`src/rtl/t_mem_rd_arbiter_if.sv`:
```
// Requester, ROM and read-return signals shared between t_mem_rd_arbiter and its neighbours.
// slave = arbiter side, master = requester/ROM side.
interface t_mem_rd_arbiter_if #(
    parameter int unsigned ADDR_WIDTH = 7,
    parameter int unsigned DATA_WIDTH = 32
);
    logic                  req0;
    logic                  req1;
    logic [ADDR_WIDTH-1:0] base0;
    logic [ADDR_WIDTH-1:0] base1;
    logic [ADDR_WIDTH-1:0] len0;
    logic [ADDR_WIDTH-1:0] len1;
    logic                  gnt0;
    logic                  gnt1;
    logic [ADDR_WIDTH-1:0] mem_addr;
    logic [DATA_WIDTH-1:0] mem_q;
    logic [DATA_WIDTH-1:0] rd_data;
    logic                  rd_valid;
    logic                  rd_owner;
    logic                  rd_last;
    logic                  busy;

    modport slave (
        input  req0, req1, base0, base1, len0, len1, mem_q,
        output gnt0, gnt1, mem_addr, rd_data, rd_valid, rd_owner, rd_last, busy
    );

    modport master (
        output req0, req1, base0, base1, len0, len1, mem_q,
        input  gnt0, gnt1, mem_addr, rd_data, rd_valid, rd_owner, rd_last, busy
    );
endinterface

```
`src/rtl/t_mem_rd_arbiter.sv`:
```
// Burst read arbiter for the single-port t-value ROM; tags returning words with owner/last.
// T_MEM_ARB_FIXED_PRIO_EN: req0 always wins ties (default: round robin).
module t_mem_rd_arbiter #(
    parameter int unsigned ADDR_WIDTH   = 7,
    parameter int unsigned DATA_WIDTH   = 32,
    parameter int unsigned READ_LATENCY = 2
) (
    input  logic              clock,
    input  logic              reset,
    t_mem_rd_arbiter_if.slave bus
);
    typedef enum logic [1:0] {IDLE, ISSUE, DRAIN} state_t;

    typedef struct packed {
        logic valid;
        logic owner;
        logic last;
    } pipe_entry_t;

    state_t                state, state_next;
    logic [ADDR_WIDTH-1:0] addr_q, addr_next;
    logic [ADDR_WIDTH-1:0] cnt_q, cnt_next;
    logic                  owner_q, owner_next;
    logic                  gnt0_q, gnt0_next;
    logic                  gnt1_q, gnt1_next;
    logic                  busy_q;
    pipe_entry_t           pipe_q [READ_LATENCY];
    pipe_entry_t           pipe_in;
    logic                  pipe_pending;
    logic                  grant_c;
    logic                  winner;

    assign grant_c = (state == IDLE) && (bus.req0 || bus.req1);

`ifdef T_MEM_ARB_FIXED_PRIO_EN
    assign winner = !bus.req0;
`else
    logic last_winner_q;

    // Ties go to whoever did not win last; a lone request always wins.
    assign winner = (bus.req0 && bus.req1) ? !last_winner_q : bus.req1;

    always_ff @(posedge clock or posedge reset) begin
        if (reset)        last_winner_q <= 1'b1;
        else if (grant_c) last_winner_q <= winner;
    end
`endif

    // Entries that would still be valid after this cycle's shift keep DRAIN alive.
    always_comb begin
        pipe_pending = 1'b0;
        for (int i = 0; i < int'(READ_LATENCY) - 1; i++)
            pipe_pending = pipe_pending | pipe_q[i].valid;
    end

    always_comb begin
        state_next = state;
        addr_next  = addr_q;
        cnt_next   = cnt_q;
        owner_next = owner_q;
        gnt0_next  = 1'b0;
        gnt1_next  = 1'b0;
        pipe_in    = '0;
        unique case (state)
            IDLE: begin
                if (grant_c) begin
                    state_next = ISSUE;
                    gnt0_next  = !winner;
                    gnt1_next  = winner;
                    addr_next  = winner ? bus.base1 : bus.base0;
                    cnt_next   = winner ? bus.len1  : bus.len0;
                    owner_next = winner;
                end
            end
            ISSUE: begin
                pipe_in.valid = 1'b1;
                pipe_in.owner = owner_q;
                pipe_in.last  = (cnt_q == '0);
                if (cnt_q == '0) begin
                    state_next = DRAIN;
                end else begin
                    addr_next = addr_q + ADDR_WIDTH'(1);
                    cnt_next  = cnt_q - ADDR_WIDTH'(1);
                end
            end
            DRAIN: begin
                if (!pipe_pending) state_next = IDLE;
            end
            default: state_next = IDLE;
        endcase
    end

    always_ff @(posedge clock or posedge reset) begin
        if (reset) state <= IDLE;
        else       state <= state_next;
    end

    always_ff @(posedge clock or posedge reset) begin
        if (reset) begin
            addr_q  <= '0;
            cnt_q   <= '0;
            owner_q <= 1'b0;
            gnt0_q  <= 1'b0;
            gnt1_q  <= 1'b0;
            busy_q  <= 1'b0;
        end else begin
            addr_q  <= addr_next;
            cnt_q   <= cnt_next;
            owner_q <= owner_next;
            gnt0_q  <= gnt0_next;
            gnt1_q  <= gnt1_next;
            busy_q  <= (state_next != IDLE);
        end
    end

    // Tag pipe tracks the ROM read latency so tags line up with mem_q.
    always_ff @(posedge clock or posedge reset) begin
        if (reset) begin
            for (int i = 0; i < int'(READ_LATENCY); i++) pipe_q[i] <= '0;
        end else begin
            pipe_q[0] <= pipe_in;
            for (int i = 1; i < int'(READ_LATENCY); i++) pipe_q[i] <= pipe_q[i-1];
        end
    end

    assign bus.gnt0     = gnt0_q;
    assign bus.gnt1     = gnt1_q;
    assign bus.mem_addr = addr_q;
    assign bus.busy     = busy_q;
    assign bus.rd_data  = bus.mem_q;
    assign bus.rd_valid = pipe_q[READ_LATENCY-1].valid;
    assign bus.rd_owner = pipe_q[READ_LATENCY-1].owner;
    assign bus.rd_last  = pipe_q[READ_LATENCY-1].last;
endmodule

```
`src/flat_wrapper.sv`:
```
// flat-port wrapper written by rule: the top's interface ports become plain ports
module t_mem_rd_arbiter_flat 
#(
    parameter int unsigned ADDR_WIDTH   = 7,
    parameter int unsigned DATA_WIDTH   = 32,
    parameter int unsigned READ_LATENCY = 2
)
  (clock, reset, bus_req0, bus_req1, bus_base0, bus_base1, bus_len0, bus_len1, bus_mem_q, bus_gnt0, bus_gnt1, bus_mem_addr, bus_rd_data, bus_rd_valid, bus_rd_owner, bus_rd_last, bus_busy);
  t_mem_rd_arbiter_if #(.ADDR_WIDTH(ADDR_WIDTH), .DATA_WIDTH(DATA_WIDTH)) bus_i ();
  input  logic clock;
  input  logic reset;
  input wire logic [$bits(bus_i.req0)-1:0] bus_req0;
  input wire logic [$bits(bus_i.req1)-1:0] bus_req1;
  input wire logic [$bits(bus_i.base0)-1:0] bus_base0;
  input wire logic [$bits(bus_i.base1)-1:0] bus_base1;
  input wire logic [$bits(bus_i.len0)-1:0] bus_len0;
  input wire logic [$bits(bus_i.len1)-1:0] bus_len1;
  input wire logic [$bits(bus_i.mem_q)-1:0] bus_mem_q;
  output wire logic [$bits(bus_i.gnt0)-1:0] bus_gnt0;
  output wire logic [$bits(bus_i.gnt1)-1:0] bus_gnt1;
  output wire logic [$bits(bus_i.mem_addr)-1:0] bus_mem_addr;
  output wire logic [$bits(bus_i.rd_data)-1:0] bus_rd_data;
  output wire logic [$bits(bus_i.rd_valid)-1:0] bus_rd_valid;
  output wire logic [$bits(bus_i.rd_owner)-1:0] bus_rd_owner;
  output wire logic [$bits(bus_i.rd_last)-1:0] bus_rd_last;
  output wire logic [$bits(bus_i.busy)-1:0] bus_busy;
  assign bus_i.req0 = bus_req0;
  assign bus_i.req1 = bus_req1;
  assign bus_i.base0 = bus_base0;
  assign bus_i.base1 = bus_base1;
  assign bus_i.len0 = bus_len0;
  assign bus_i.len1 = bus_len1;
  assign bus_i.mem_q = bus_mem_q;
  assign bus_gnt0 = bus_i.gnt0;
  assign bus_gnt1 = bus_i.gnt1;
  assign bus_mem_addr = bus_i.mem_addr;
  assign bus_rd_data = bus_i.rd_data;
  assign bus_rd_valid = bus_i.rd_valid;
  assign bus_rd_owner = bus_i.rd_owner;
  assign bus_rd_last = bus_i.rd_last;
  assign bus_busy = bus_i.busy;
  t_mem_rd_arbiter #(.ADDR_WIDTH(ADDR_WIDTH), .DATA_WIDTH(DATA_WIDTH), .READ_LATENCY(READ_LATENCY)) u_core (.clock(clock), .reset(reset), .bus(bus_i));
endmodule
```
`config.mk`:
```
export PLATFORM = sky130hd
export DESIGN_NAME = t_mem_rd_arbiter_flat
export DESIGN_NICKNAME = d
export VERILOG_FILES = /design/src/rtl/t_mem_rd_arbiter_if.sv /design/src/rtl/t_mem_rd_arbiter.sv /design/src/flat_wrapper.sv
export SDC_FILE = /design/constraint.sdc
export NUM_CORES = 1
export LEC_CHECK = 0
export BUFFER_PORTS_ARGS = -buffer_cell sky130_fd_sc_hd__clkbuf_2
export CAP_MARGIN = 15
export CORE_AREA = 4 4 94 52
export CTS_BUF_LIST = sky130_fd_sc_hd__clkbuf_2 sky130_fd_sc_hd__clkbuf_4 sky130_fd_sc_hd__clkbuf_8
export CTS_CLUSTER_DIAMETER = 30
export DETAILED_ROUTE_END_ITERATION = 6
export DIE_AREA = 0 0 98 56
export PLACE_DENSITY = 0.89
export SETUP_SLACK_MARGIN = 0.1
export SLEW_MARGIN = 20
export SYNTH_ARGS = -nofsm -noshare
export SYNTH_HDL_FRONTEND = slang
export SYNTH_SLANG_ARGS = --single-unit
```
`constraint.sdc`:
```
create_clock -name clock -period 2.8 [get_ports clock]
set_input_delay 0.28 -clock clock [delete_from_list [all_inputs] [get_ports clock]]
set_output_delay 0.28 -clock clock [all_outputs]
set_load 0.01 [all_outputs]
```
# Word-level counts from Yosys, hierarchy flattened
# Cells that the tools add are included.
# op_classes
n_reduce_logical	11
mux	18
n_eq_ne	4
add_sub_neg	2
# ops
operator	count
two-way mux 7 bit	6
one-hot mux 7 bit (2 select lines)	2
adder 7 x 1 -> 7 bit, second input constant	1
logical NOT 7 bit	1
subtractor 7 x 1 -> 7 bit, second input constant	1
two-way mux 2 bit	3
one-hot mux 2 bit (3 select lines)	1
two-way mux 1 bit	5
nonzero test 2 bit	2
two-way mux 3 bit	1
AND reduction 3 bit	1
== test 2 x 1 -> 1 bit, second input constant	1
== test 2 bit, second input constant	1
logical AND 1 bit	2
logical NOT 1 bit	2
logical NOT 2 bit	1
!= test 2 x 1 -> 1 bit, second input constant	1
!= test 2 bit, second input constant	1
AND reduction 2 bit	1
logical OR 1 bit	1
# totals
output_inout_bits	45
reg_bits	27

# Depth between registers and ports, before layout
# Gate-level depths: netlist (run 1).
# logic_depth
ltp_word	5
ltp_mapped	8

# Worst setup path before layout (run 1)
# OpenSTA, ideal clock, no wires.
# synth_timing
path_type	register to register
start	reg u_core.cnt_q[0]
end	reg u_core.addr_q[1] (netlist: u_core.bus.mem_addr[1])
setup_time_ns	0.125
stages_incl_launch_ff	9
arrival_time_ns	1.601
t_required_ns	2.675
slack_ns	1.074
path_buffers	1
path_cell_list	dfrtp_1 > inv_1 > ha_1 > nor4b_4 > a21o_4 > and2_4 > buf_12 > inv_6 > mux2_4
# synth_via
elab_chain_cells	3
# synth_rtl
item	line	rtl
start, declared	t_mem_rd_arbiter.sv:22	logic [ADDR_WIDTH-1:0] cnt_q, cnt_next;
start signal, assigned	t_mem_rd_arbiter.sv:108	cnt_q <= cnt_next;
logical NOT 7 bit	t_mem_rd_arbiter.sv:79	if (cnt_q == '0) begin
!= test 2 bit (no line)	--	
AND reduction 3 bit (no line)	--	
end signal, assigned	t_mem_rd_arbiter.sv:107	addr_q <= addr_next;
end, declared	t_mem_rd_arbiter.sv:21	logic [ADDR_WIDTH-1:0] addr_q, addr_next;
# No other way between the ends.
# A chain may end at the register's enable or synchronous reset.

# Worst setup path after layout (run 1)
# Same ends and word-level chain as after synthesis.

==> run metrics, run 1 <==
gpl congestion 0.881; CTS H-tree depth 1; Max stage delay on crit path 440 ps; Root Driver clkbuf_8; Leakage Power 0.000858 µW; Slew Viols, Final 0; number of flops mapped to enable cells by yosys 0; Tcrit/Tclk final 0.667; DIE AREA 5490 µm²; Syn Area/Cell 9.51 µm²; post-CTS sizing 0; clock sink count 27; max frequency 535 MHz; Die Wd 98 µm; max cap viols 0; Synth cell types 48; Overflow after GRT 0; 1st-iter DRT viols 99; starting density of the core 0.415; largest net degree at the start of global routing 28; area share of the largest cell type after synthesis 0.378; WL per Instance 15.6 µm; # fillers 420; DRT Pass-1 Iters 4; via count 1350; antenna viol nets, final 0; Hold Buf Count CTS 0; critical path capture point type flop; Startpoint Class flop; final core occ 0.431; Tmin final 1870 ps; Total Nets Final 259; GR Util All Layers 0.144; multi-input logic area 722 µm²; Ports 109; Critical-path top delay cell dfrtp_1; commonest non-fill, non-tap cell in the layout clkbuf_2; cell count after synthesis 181; Critical Path RT 2970 ps; post-synth net total 248; # rows 17; Crit Path Class reg2reg; Final setup viols 0; initial antenna violation count 0; worst vdd ir 0.000369 V; Synth Warn # 0; Die Span Y 56 µm; Slew HR 0.625; DP HPWL 2.91 mm; ant diodes 0; total negative slack 0 ps; Fin. Hold Viols 0; most frequent cells in the layout 44 x clkbuf_2, 26 x dfrtp_1, 16 x nor2_1; cell taking the most area after synthesis dfrtp_1; Post-CTS Setup Inserts 0; cts bufs inserted 3; Worst Skew 7.73 ps; core area 4150 µm²; worst slew pin tran 561 ps; vias in the first global route 1317; global-route wire length before repair 6.49 mm; Routed WL 3.88 mm; drc violations 0; ys async rst share 1.00; fraction of layout cells with a size suffix above 1 0.335; Hold WC Path Type in2async; top post-synthesis cells by area dfrtp_1 38%, buf_4 14%, nor2_1 3.5%; unrepaired setup endpoints after global routing no; Clk Latency, worst-skew pair 280 ps; critical path peak fanout 13; Vias/cell 5.44; P per Cell Area 961 nW/µm²; Register Area 677 µm²; CP cell instances inv_1 > ha_1 > nor4b_4 > a21o_4 > and2_4 > inv_6 > mux2_4; CTS tree built; number of I/O port buffers 44; CTS Buffer Depth 2; Syn-to-layout area delta 3.92%; Post-Syn Area 1720 µm²; clk slew on worst S/H paths 90 ps; sequential share of the synthesized area 0.393; CP arrival 2040 ps; Most used DFF post-synth dfrtp_1; status finished, final reports clean; flops & latches, synth 27
-- worst max-delay path: cells and delay by family (launching register included) --
| kind | cells | cell delay [ps] |
|---|---|---|
| and+or+nand+nor | 2 | 470 |
| DFF | 1 | 440 |
| muxes | 1 | 290 |
| AOI/OAI and AO/OA | 1 | 240 |
| buffers and inverters | 2 | 170 |
| adders and majority gates | 1 | 150 |
-- power by group --
part           switching (µW)  total (µW)  internal [µW]  leakage (µW)
Sequential                159         709            549      0.000315
Clock                     122         234            112     0.0000262
Combinational             397         777            380      0.000517
-- final timing paths --
| check | slack (ps) | startpoint | end | depth (start not counted) |
|---|---|---|---|---|
| setup / recovery | 930 | u_core.cnt_q[0] | u_core.bus.mem_addr[1] | 7 |
| hold / removal | 40 | reset | u_core.cnt_q[3] | 2 |
| setup reg to reg | 930 | u_core.cnt_q[0] | u_core.bus.mem_addr[1] | 7 |
| hold reg to reg | 350 | u_core.pipe_q[3] | u_core.bus.rd_last | 0 |
| max in group asynchronous | 2390 | reset | u_core.cnt_q[1] | 2 |
| min in group clock | 350 | u_core.pipe_q[3] | u_core.bus.rd_last | 0 |
-- area by class of cell --
class	instances	share of cell area
inverters	6	0.0154
repair buffers	47	0.136
well taps	57	0.0399
multi-input cells	107	0.403
flip-flops and latches	27	0.378
clock buffers	4	0.0273
-- layer usage --
| metal | part of all wire | vias up | wire length, µm | track usage |
|---|---|---|---|---|
| li1 | - | 639 | - | - |
| met4 | 0.0036 | 0 | 14 | 0.0217 |
| met5 | 0 | - | 0 | 0 |
| met2 | 0.43 | 51 | 1660 | 0.206 |
| met1 | 0.49 | 656 | 1910 | 0.211 |
| met3 | 0.074 | 4 | 288 | 0.0513 |
-- flip-flops by register name, indices dropped and copies added, names as in the netlist --
name / cells
u_core.bus.busy: 1
u_core.bus.gnt0: 1
u_core.bus.gnt1: 1
u_core.bus.mem_addr: 7
u_core.bus.rd_last: 1
u_core.bus.rd_owner: 1
u_core.bus.rd_valid: 1
u_core.cnt_q: 7
u_core.last_winner_q: 1
u_core.owner_q: 1
u_core.pipe_pending: 1
u_core.pipe_q: 2
u_core.state: 2
-- through the flow --
step | hold slack, ps | setup slack, ps | power, µW | cells | area, µm²
after floorplan | 331 | 1070 | 1310 | 181 | 1720
after global placement | 335 | 1010 | 1460 | 244 | 1740
after detailed placement | 335 | 945 | 1490 | 244 | 1740
after CTS | 253 | 941 | 1720 | 248 | 1790
after global routing | 88.6 | 798 | 1860 | 248 | 1790
final | 35.9 | 932 | 1720 | 248 | 1790
-- logic make-up after synthesis --
family,count (synthesis),synth area share
compound gates,44,0.193
fa+ha+maj,3,0.0218
buf+inv,47,0.188
flops,27,0.393
mux,6,0.0407
simple gates,54,0.164
-- cell usage after synthesis (3+ instances only) --
cell type and instances:
buf_2 4, o21ai_0 3, nor2_1 16, inv_1 5, nor4_1 4, a31oi_1 3, nand2_1 11, dfrtp_1 26
mux2_2 4, clkbuf_1 4, ha_1 3, o22a_1 4, nand3_1 7, buf_4 32, and3_1 3, o32a_1 3
a21oi_1 8, nor3_1 4
(Power assumes the default switching activity.)
==> inputs of run 2 (changes only) <==
CORE_AREA = 4 4 98 54   (was 4 4 94 52)
DIE_AREA = 0 0 102 58   (was 0 0 98 56)
PLACE_DENSITY = 0.86   (was 0.89)
clock period = 1.55 ns   (was 2.8 ns; I/O delays follow)
==> run 2 against run 1 <==
  * The flow now finishes with violations (setup timing)
  * First-iteration DRC count up 33%
  * Register-to-register slack worse by 1100 ps
  * Clock skew down 4.2 ps
  * Maximum frequency up 9.8%
  * Final cell count up 13%
  * Worst setup slack worse by 1100 ps
  * Clock power up 83%
  * Count of clock-buffer cells in the layout down 1
  * Non-clock buffer count up 31
  * Critical path depth unchanged
  * Sequential share of layout area down 5.7 points
  * Highest routed layer unchanged
==> run metrics, run 2 (synthesized netlist as in run 1, its figures left out) <==
max cap viols 0; Critical Path RT 1720 ps; worst slew pin tran 511 ps; fraction of layout cells with a size suffix above 1 0.464; switching share of power 0.398; grt met3 use 0.0373; Slew HR 0.659; Vias/cell 5.51; GR Util All Layers 0.153; Ports 109; gpl congestion 0.943; most frequent cells in the layout 44 x clkbuf_2, 29 x buf_4, 26 x dfrtp_1; starting density of the core 0.397; CTS H-tree depth 1; dpl cell area 1930 µm²; met2 usage 0.267; Final Power 3680 µW; global-route wire length before repair 7.18 mm; Die Wd 102 µm; DIE AREA 5920 µm²; r2r worst-path depth 7; via count 1536; Crit Path Class reg2reg; Root Driver clkbuf_8; Worst Hold Launch bus_base0[2]; 1st-iter DRT viols 132; final worst setup slack -151 ps; failing checks setup timing; internal power 2210 µW; P per Cell Area 1750 nW/µm²; cts bufs inserted 3; commonest non-fill, non-tap cell in the layout clkbuf_2; initial antenna violation count 0; Clock power frac 0.117; met1 Usage GRT 0.171; Syn-to-layout area delta 22.3%; unrepaired setup endpoints after global routing yes; vias in the first global route 1545; Psw 1470 µW; Routed WL 4.86 mm; Overflow after GRT 0; CP endpoint u_core.bus.mem_addr[1]; DP HPWL 3.41 mm; final core occ 0.485; # fillers 376; Final setup viols 16; # rows 17; Hold WC Path Type in2reg; status finished with violations; number of I/O port buffers 44; WL per Instance 17.4 µm; Tcrit/Tclk final 1.10; antenna viol nets, final 0; CTS Buffer Depth 2; r2r setup slk -150 ps; final instance area 2110 µm²; Flop pwr share 0.338; Startpoint Class flop; Clk Latency, worst-skew pair 280 ps; max frequency 588 MHz; Leakage Power 0.00103 µW; Worst Skew 3.51 ps; clock sink count 27; total negative slack -1390 ps; DRT Pass-1 Iters 4; largest net degree at the start of global routing 17; Tmin final 1700 ps; Slew Viols, Final 0; Setup crit start u_core.cnt_q[0]; ant diodes 0; CP arrival 1870 ps; Fin. Hold Viols 0; critical path peak fanout 8; Total Nets Final 290; core area 4340 µm²; Max stage delay on crit path 420 ps; most used routing layer met2; clk slew on worst S/H paths 100 ps; RR Startpoint u_core.cnt_q[0]; CTS tree built; Logic pwr share 0.546; RR Endpoint u_core.bus.mem_addr[1]; drc violations 0; final hold slack 234 ps; Die Span Y 58 µm; Critical-path top delay cell dfrtp_1; critical path capture point type flop; worst vdd ir 0.000605 V; CP cell instances inv_2 > ha_4 > nor4b_4 > a21o_4 > and2_4 > inv_8 > mux2_4
[run 2: worst min path at each step]
stage / end / slack [ps] / depth (start not counted)
5_1_grt: u_core.bus.mem_addr[5] / 260 / 3
2_1_floorplan: u_core.bus.busy / 210 / 1
6_report: u_core.bus.mem_addr[2] / 230 / 4
3_3_place_gp: u_core.bus.rd_owner / 170 / 2
4_1_cts: u_core.bus.mem_addr[2] / 230 / 4
3_5_place_dp: u_core.bus.rd_owner / 200 / 2
[run 2: metal layers]
| metal | vias to the layer above | wire length [µm] | share of wire |
|---|---|---|---|
| li1 | 701 | - | - |
| met1 | 719 | 1880 | 0.39 |
| met2 | 79 | 2430 | 0.50 |
| met3 | 37 | 352 | 0.072 |
| met4 | 0 | 201 | 0.041 |
| met5 | - | 0 | 0 |
[run 2: power by group through the flow]
stage | Combinational (µW) | Sequential, µW | Clock [µW]
2_1_floorplan | 1090 | 1290 | 0
3_5_place_dp | 1780 | 1240 | 0
6_report | 2010 | 1240 | 429
3_3_place_gp | 1690 | 1220 | 0
4_1_cts | 1880 | 1230 | 419
5_1_grt | 2160 | 1280 | 465
[run 2: layout make-up]
| class | count | area [µm²] | share of cell area |
|---|---|---|---|
| multi-input cells | 107 | 777 | 0.369 |
| clock inverters | 1 | 7.51 | 0.00357 |
| inverters | 6 | 30.0 | 0.0143 |
| repair buffers | 78 | 502 | 0.238 |
| flip-flops and latches | 27 | 677 | 0.321 |
| well taps | 57 | 71.3 | 0.0339 |
| clock buffers | 3 | 41.3 | 0.0196 |
[run 2: repair_timing]
action	CTS	global route
hold buffers	1	0
pin swaps	3	3
gates resized for setup	8	7
setup endpoints to repair	16	18
setup buffers	5	5
hold endpoints to repair	11	0
gates cloned	0	0
[run 2: critical path: cells and delay by family, from the launching register on]
family	cells	cell delay (ps)
flip-flops	1	420
adder cells (fa/ha/maj)	1	120
multiplexers	1	300
AO/OA/AOI/OAI	1	180
AND/OR/NAND/NOR	2	420
buffers and inverters	2	150
[run 2: per-stage QoR]
step	cells	worst slack (ps)
4_1_cts	277	-148
6_report	279	-151
3_3_place_gp	267	-79.2
2_1_floorplan	181	-131
3_5_place_dp	267	-201
5_1_grt	279	-197
